===== src/rtl/ycbcr2rgb.sv =====
// Full-range BT.601 YCbCr-to-RGB converter, LANES pixels per beat, 3-stage pipeline.
// Uses a global-stall valid/ready handshake and carries an end-of-line flag alongside the data.
module ycbcr2rgb #(
    parameter int unsigned LANES     = 8,
    parameter int          COEF_CR_R = 359,
    parameter int          COEF_CB_G = 88,
    parameter int          COEF_CR_G = 183,
    parameter int          COEF_CB_B = 454
) (
    input  logic                  i_clk,
    input  logic                  i_rst,
    input  logic [8*LANES-1:0]    i_y,
    input  logic [8*LANES-1:0]    i_cb,
    input  logic [8*LANES-1:0]    i_cr,
    input  logic                  i_valid,
    input  logic                  i_last,
    output logic                  o_ready,
    output logic [24*LANES-1:0]   o_data,
    output logic                  o_valid,
    output logic                  o_last,
    input  logic                  i_ready
);

    localparam logic signed [19:0] KCrR = 20'(COEF_CR_R);
    localparam logic signed [19:0] KCbG = 20'(COEF_CB_G);
    localparam logic signed [19:0] KCrG = 20'(COEF_CR_G);
    localparam logic signed [19:0] KCbB = 20'(COEF_CB_B);
    localparam logic signed [19:0] KRnd = 20'sd128;

    logic en;

    logic [LANES-1:0][8:0] y1_q, y1_d;
    logic [LANES-1:0][8:0] cb1_q, cb1_d;
    logic [LANES-1:0][8:0] cr1_q, cr1_d;
    logic                  v1_q, last1_q, last1_d;

    logic [LANES-1:0][19:0] r2_q, r2_d;
    logic [LANES-1:0][19:0] g2_q, g2_d;
    logic [LANES-1:0][19:0] b2_q, b2_d;
    logic                   v2_q, last2_q;

    logic [24*LANES-1:0] d3_q, d3_d;
    logic                v3_q, last3_q;

    // Floor shift by 8, then clamp to 0..255.
    function automatic logic [7:0] sat8(input logic signed [19:0] a);
        logic signed [19:0] s;
        s = a >>> 8;
        if (s < 20'sd0) begin
            return 8'd0;
        end else if (s > 20'sd255) begin
            return 8'hFF;
        end
        return s[7:0];
    endfunction

    assign en      = i_ready | ~v3_q;
    assign o_ready = en;
    assign o_valid = v3_q;
    assign o_last  = last3_q;
    assign o_data  = d3_q;

    always_comb begin
        y1_d    = '0;
        cb1_d   = '0;
        cr1_d   = '0;
        last1_d = i_last & i_valid;
        for (int k = 0; k < LANES; k++) begin
            y1_d[k]  = {1'b0, i_y[8*k +: 8]};
            // 9-bit wrap yields the two's-complement offset value directly.
            cb1_d[k] = {1'b0, i_cb[8*k +: 8]} - 9'd128;
            cr1_d[k] = {1'b0, i_cr[8*k +: 8]} - 9'd128;
        end
    end

    always_comb begin
        logic signed [19:0] ys, cbs, crs;
        r2_d = '0;
        g2_d = '0;
        b2_d = '0;
        ys   = '0;
        cbs  = '0;
        crs  = '0;
        for (int k = 0; k < LANES; k++) begin
            ys      = signed'({3'b000, y1_q[k], 8'h00});
            cbs     = signed'({{11{cb1_q[k][8]}}, cb1_q[k]});
            crs     = signed'({{11{cr1_q[k][8]}}, cr1_q[k]});
            r2_d[k] = ys + KCrR * crs + KRnd;
            g2_d[k] = ys - KCbG * cbs - KCrG * crs + KRnd;
            b2_d[k] = ys + KCbB * cbs + KRnd;
        end
    end

    always_comb begin
        d3_d = '0;
        for (int k = 0; k < LANES; k++) begin
            d3_d[24*k +: 24] = {sat8(r2_q[k]), sat8(g2_q[k]), sat8(b2_q[k])};
        end
    end

    always_ff @(posedge i_clk or posedge i_rst) begin
        if (i_rst) begin
            y1_q    <= '0;
            cb1_q   <= '0;
            cr1_q   <= '0;
            v1_q    <= 1'b0;
            last1_q <= 1'b0;
            r2_q    <= '0;
            g2_q    <= '0;
            b2_q    <= '0;
            v2_q    <= 1'b0;
            last2_q <= 1'b0;
            d3_q    <= '0;
            v3_q    <= 1'b0;
            last3_q <= 1'b0;
        end else if (en) begin
            y1_q    <= y1_d;
            cb1_q   <= cb1_d;
            cr1_q   <= cr1_d;
            v1_q    <= i_valid;
            last1_q <= last1_d;
            r2_q    <= r2_d;
            g2_q    <= g2_d;
            b2_q    <= b2_d;
            v2_q    <= v1_q;
            last2_q <= last1_q;
            d3_q    <= d3_d;
            v3_q    <= v2_q;
            last3_q <= last2_q;
        end
    end

endmodule


===== config.mk =====
export PLATFORM = sky130hd
export DESIGN_NAME = ycbcr2rgb
export DESIGN_NICKNAME = d
export VERILOG_FILES = /design/src/rtl/ycbcr2rgb.sv
export SDC_FILE = /design/constraint.sdc
export NUM_CORES = 2
export LEC_CHECK = 0
export CELL_PAD_IN_SITES_DETAIL_PLACEMENT = 0
export CELL_PAD_IN_SITES_GLOBAL_PLACEMENT = 1
export CORE_MARGIN = 2
export CORE_UTILIZATION = 49
export DETAILED_ROUTE_END_ITERATION = 10
export PLACE_DENSITY = 0.93
export SLEW_MARGIN = 10
export SYNTH_ARGS = -nofsm -noshare
export SYNTH_HDL_FRONTEND = slang
export SYNTH_SLANG_ARGS = --single-unit

===== constraint.sdc =====
create_clock -name i_clk -period 32.2 [get_ports i_clk]
set_input_delay 6.44 -clock i_clk [delete_from_list [all_inputs] [get_ports i_clk]]
set_output_delay 6.44 -clock i_clk [all_outputs]
set_load 0.005 [all_outputs]

### Yosys cells after proc, flatten, opt, wreduce, memory -nomap -nowiden

Cells that the tools add are included.
Widths: inputs -> output; s select.

* logic and storage cells: 330
* output and inout port bits: 195
* register bits: 886

* muxes and demuxes: 120
* order comparisons: 48
* bitwise operators: 3
* $mul: 32
* $add $sub $neg: 72

Operators with widths (count)
* $mux 8: 72
* $add 17x19->20: 16
* $add 20x9->20 const B: 16
* $gt 12x9->1 const B: 24
* $lt 12x1->1 const B: 24
* $mul 9x9->18 const A: 16
* $add 19x9->20 const B: 8
* $mul 10x9->19 const A: 8
* $sub 18x18->19: 8
* $sub 17x17->18: 8
* $sub 8x8->9 const B: 16
* $mul 5x9->14 const A: 8
* $mux 1: 48
* $and 1x1->1: 1
* $not 1->1: 1
* $or 1x1->1: 1

### Longest topological paths before layout

* depth in word-level cells: 4
* mapped depth: 29
* depth with buffers taken out: 29

### Least setup slack after synthesis

No wires, ideal clock.

* path type: input port to output port
* start: input i_ready
* end: output o_ready
* arrival time: 7662 ps
* slack: 18098 ps
* path buffers: 4
* required time: 25760 ps
* cell stages on the path: 6
* cell sequence: nor2b_1 -> clkbuf_1 -> inv_1 -> clkbuf_1 -> clkbuf_1 -> clkbuf_1

* longest elaborated chain between the ends: 1

Ends and longest elaborated chain
* start, declared: line 21 `input logic i_ready`
* $or 1x1->1: line 57 `assign en = i_ready | ~v3_q;`
* end, declared: line 17 `output logic o_ready,`

Every way passes these cells.

### Final worst setup path

Ends and elaborated chain as after synthesis.

==> impl_metrics.ini <==
[synth]
synthesis.area_um2 = 76600
synth-seq-cells = 678
synth_top_cell_area_share_pct = 23.5
yosys.area.top_type = ha_1
ys_seq_area_share_pct = 22.2
synth-async-reset-ratio_pct = 100
synth_top_flop_cell = dfrtp_1
netlist_top_cells_area = ha_1, dfrtp_1, fa_1
postSynthAreaPerCell_um2 = 9.34
synth-edff-count = 0
post_synth_inst_count = 8198
synth.lib_cells_used.distinct = 78
syn-num-nets = 10600
synthesis.yosys.warnings = 0

[critical_path]
setup.worst_path.end_class = output port
cp_max_fo = 166
path_class = in -> out
critPathRequiredTime_ns = 25.76
arrival_ns = 8.87
timing.critical_path.from_type = input port

[cts]
ctsLongestPathBuffers = 3
tritoncts_clock_tree = yes
cts.sink_count = 678
cts.reportedPaths.clkPinSlew_ns = 0.06
ctsHtreeMaxLevel = 3
post_cts_resized = 0
clock_buffers_created_by_tritoncts = 88
worstSkewPairLatency_ns = 0.72
cts_root_buffer = clkbuf_16
post-cts-setup-buffer-count = 0
count_of_hold_fix_buffers_inserted_at_cts = 0

[sta]
clock.fmax_mhz = 65.3
finalHoldViolations = 0
rsz_0062_raised_after_global_routing = no
setup_tns_ns = 0
drv_slew = 0
worstMarginPinSlew_ns = 1.28
timing.max_slew.rel_slack_pct = 14.9
finalWorstPathRequiredPeriod_ns = 15.31
finalCritPeriodShare_pct = 47.6
hold_ws_ns = 0.463
final.setup_skew_ns = 0.0464
setup_violations_final = 0

[global_route]
grt_first_pass_wirelength_um = 297000
grt_pass1_vias = 58300
antenna_found_initial = 10
grt_overflow = 0
grt_usage_pct = 23.0
grt_max_degree = 224

[flow_run]
maxCapViolations = 0

[layout]
finish.net_count = 10900
instances_no_fill = 10600
finalInstanceArea_um2 = 85600
layout.cells.most_common = inv_1
area.growth.synth_to_final_pct = 11.8
mostFrequentLayoutCells = inv_1, ha_1, fa_1, dfrtp_1, nand2_1
fill_cells = 13600
drive_above_1_share_pct = 2.93

[detailed_routing]
drtIter0Drc = 2624
detail_route.first_pass.iterations = 6
detailroute.via_count = 55400
route.detailed.wl_per_inst_um = 16.8
ant_nets = 0
detail_route.wirelength_um = 179000
drcViolationCount = 0
route.detailed.vias_per_inst = 5.22

[placement]
placedInstanceArea_um2 = 82500
detailedPlacementHpwl_um = 145000
place.port_buffers = 391
gpl.final_weighted_congestion = 0.916
placed_cells_incl_taps = 10500

[floorplan]
core_region_area_um2 = 156000
placement_rows = 145
die_h_um = 399
die_width_um = 399
initial_utilization_pct = 49.2
io_pins = 392
die_area_um2 = 159000

[status]
run_status = completed

[min_path]
hp-class = reg -> reg
-- cells by family (layout without fill, tap and decap cells) --
| family | Yosys count | after routing | synth area share [%] |
|---|---|---|---|
| adder cells (fa/ha/maj) | 2165 | 2165 | 42.5 |
| buffers and inverters | 1928 | 2290 | 9.49 |
| AND/OR/NAND/NOR | 1592 | 1592 | 9.18 |
| AO/OA/AOI/OAI | 1349 | 1349 | 10.9 |
| flip-flops | 678 | 678 | 22.2 |
| XOR/XNOR | 455 | 455 | 5.33 |
| multiplexers | 31 | 31 | 0.420 |
| other | 0 | 1 | 0 |
-- per-stage QoR --
stage | utilization (%) | setup WS [ns]
after global placement | 53.0 | 16.95
after floorplan | - | 6.75
after CTS | 55.0 | 16.92
final | 55.0 | 16.89
after global routing | 55.0 | 16.75
after detailed placement | 53.0 | 16.94
-- layout make-up --
cell class / count / area, µm² / share of cell area, %
inverter: 1716 / 6460 / 7.54
clock buffer: 111 / 2410 / 2.81
sequential: 678 / 17000 / 19.8
timing repair buffer: 412 / 4130 / 4.83
multi-input combinational: 5592 / 52300 / 61.1
antenna: 1 / 2.50 / 0.00292
clock inverter: 51 / 734 / 0.858
tap: 2058 / 2570 / 3.01
-- synth_stat cells (10+ instances only) --
library cell	instances
or2_2	46
or3_1	23
and3_1	29
xor2_1	157
o21a_1	28
a21oi_1	385
xnor2_1	291
and2_1	11
a21o_1	56
a21boi_0	10
nand4_1	38
buf_2	20
a311oi_1	10
o41ai_1	47
dfrtp_1	678
fa_1	728
o21ai_0	400
mux2i_1	22
nand2_1	655
o21bai_1	61
nand4b_1	21
a31oi_1	38
nor2_1	514
nand2b_1	37
o31ai_1	185
nor4_1	11
a211oi_1	16
ha_1	1437
inv_1	1712
clkbuf_1	157
buf_1	35
nand3_1	50
nor3_1	68
o211ai_1	19
or4_1	22
nor2b_1	39
-- worst max-delay path: stages --
cell and delay [ns]:
clkdlybuf4s50_1 0.52, nor2b_4 0.05, buf_4 0.34, inv_8 0.71, clkdlybuf4s50_1 0.65
-- registers in the layout, summed over array words and instances (netlist names) --
signal / flops
b2_q: 96
cb1_q: 64
cr1_q: 64
g2_q: 96
last1_q: 1
last2_q: 1
o_data: 192
o_last: 1
o_valid: 1
r2_q: 96
v1_q: 1
v2_q: 1
y1_q: 64
-- final timing paths --
check,to,cells past startpoint,from,slack (ns)
max,o_ready,5,i_ready,16.89
min,o_last,2,o_last,0.46
max reg2reg,g2_q[58],26,cb1_q[19],25.41
min reg2reg,o_last,2,o_last,0.46
max in group asynchronous,cr1_q[68],6,i_rst,22.43
min in group asynchronous,cr1_q[30],2,i_rst,6.20
-- per-layer routing --
| layer | up-vias | global-route usage [%] | share of wire [%] |
|---|---|---|---|
| met5 | - | 0 | 0.053 |
| met4 | 16 | 7.48 | 3.1 |
| met3 | 282 | 3.63 | 4.7 |
| met2 | 898 | 39.2 | 48 |
| met1 | 27100 | 29.8 | 44 |
| li1 | 27100 | - | - |
Power is not shown: default switching activity piles up to over one toggle a cycle in this logic, so the estimate is an artifact.
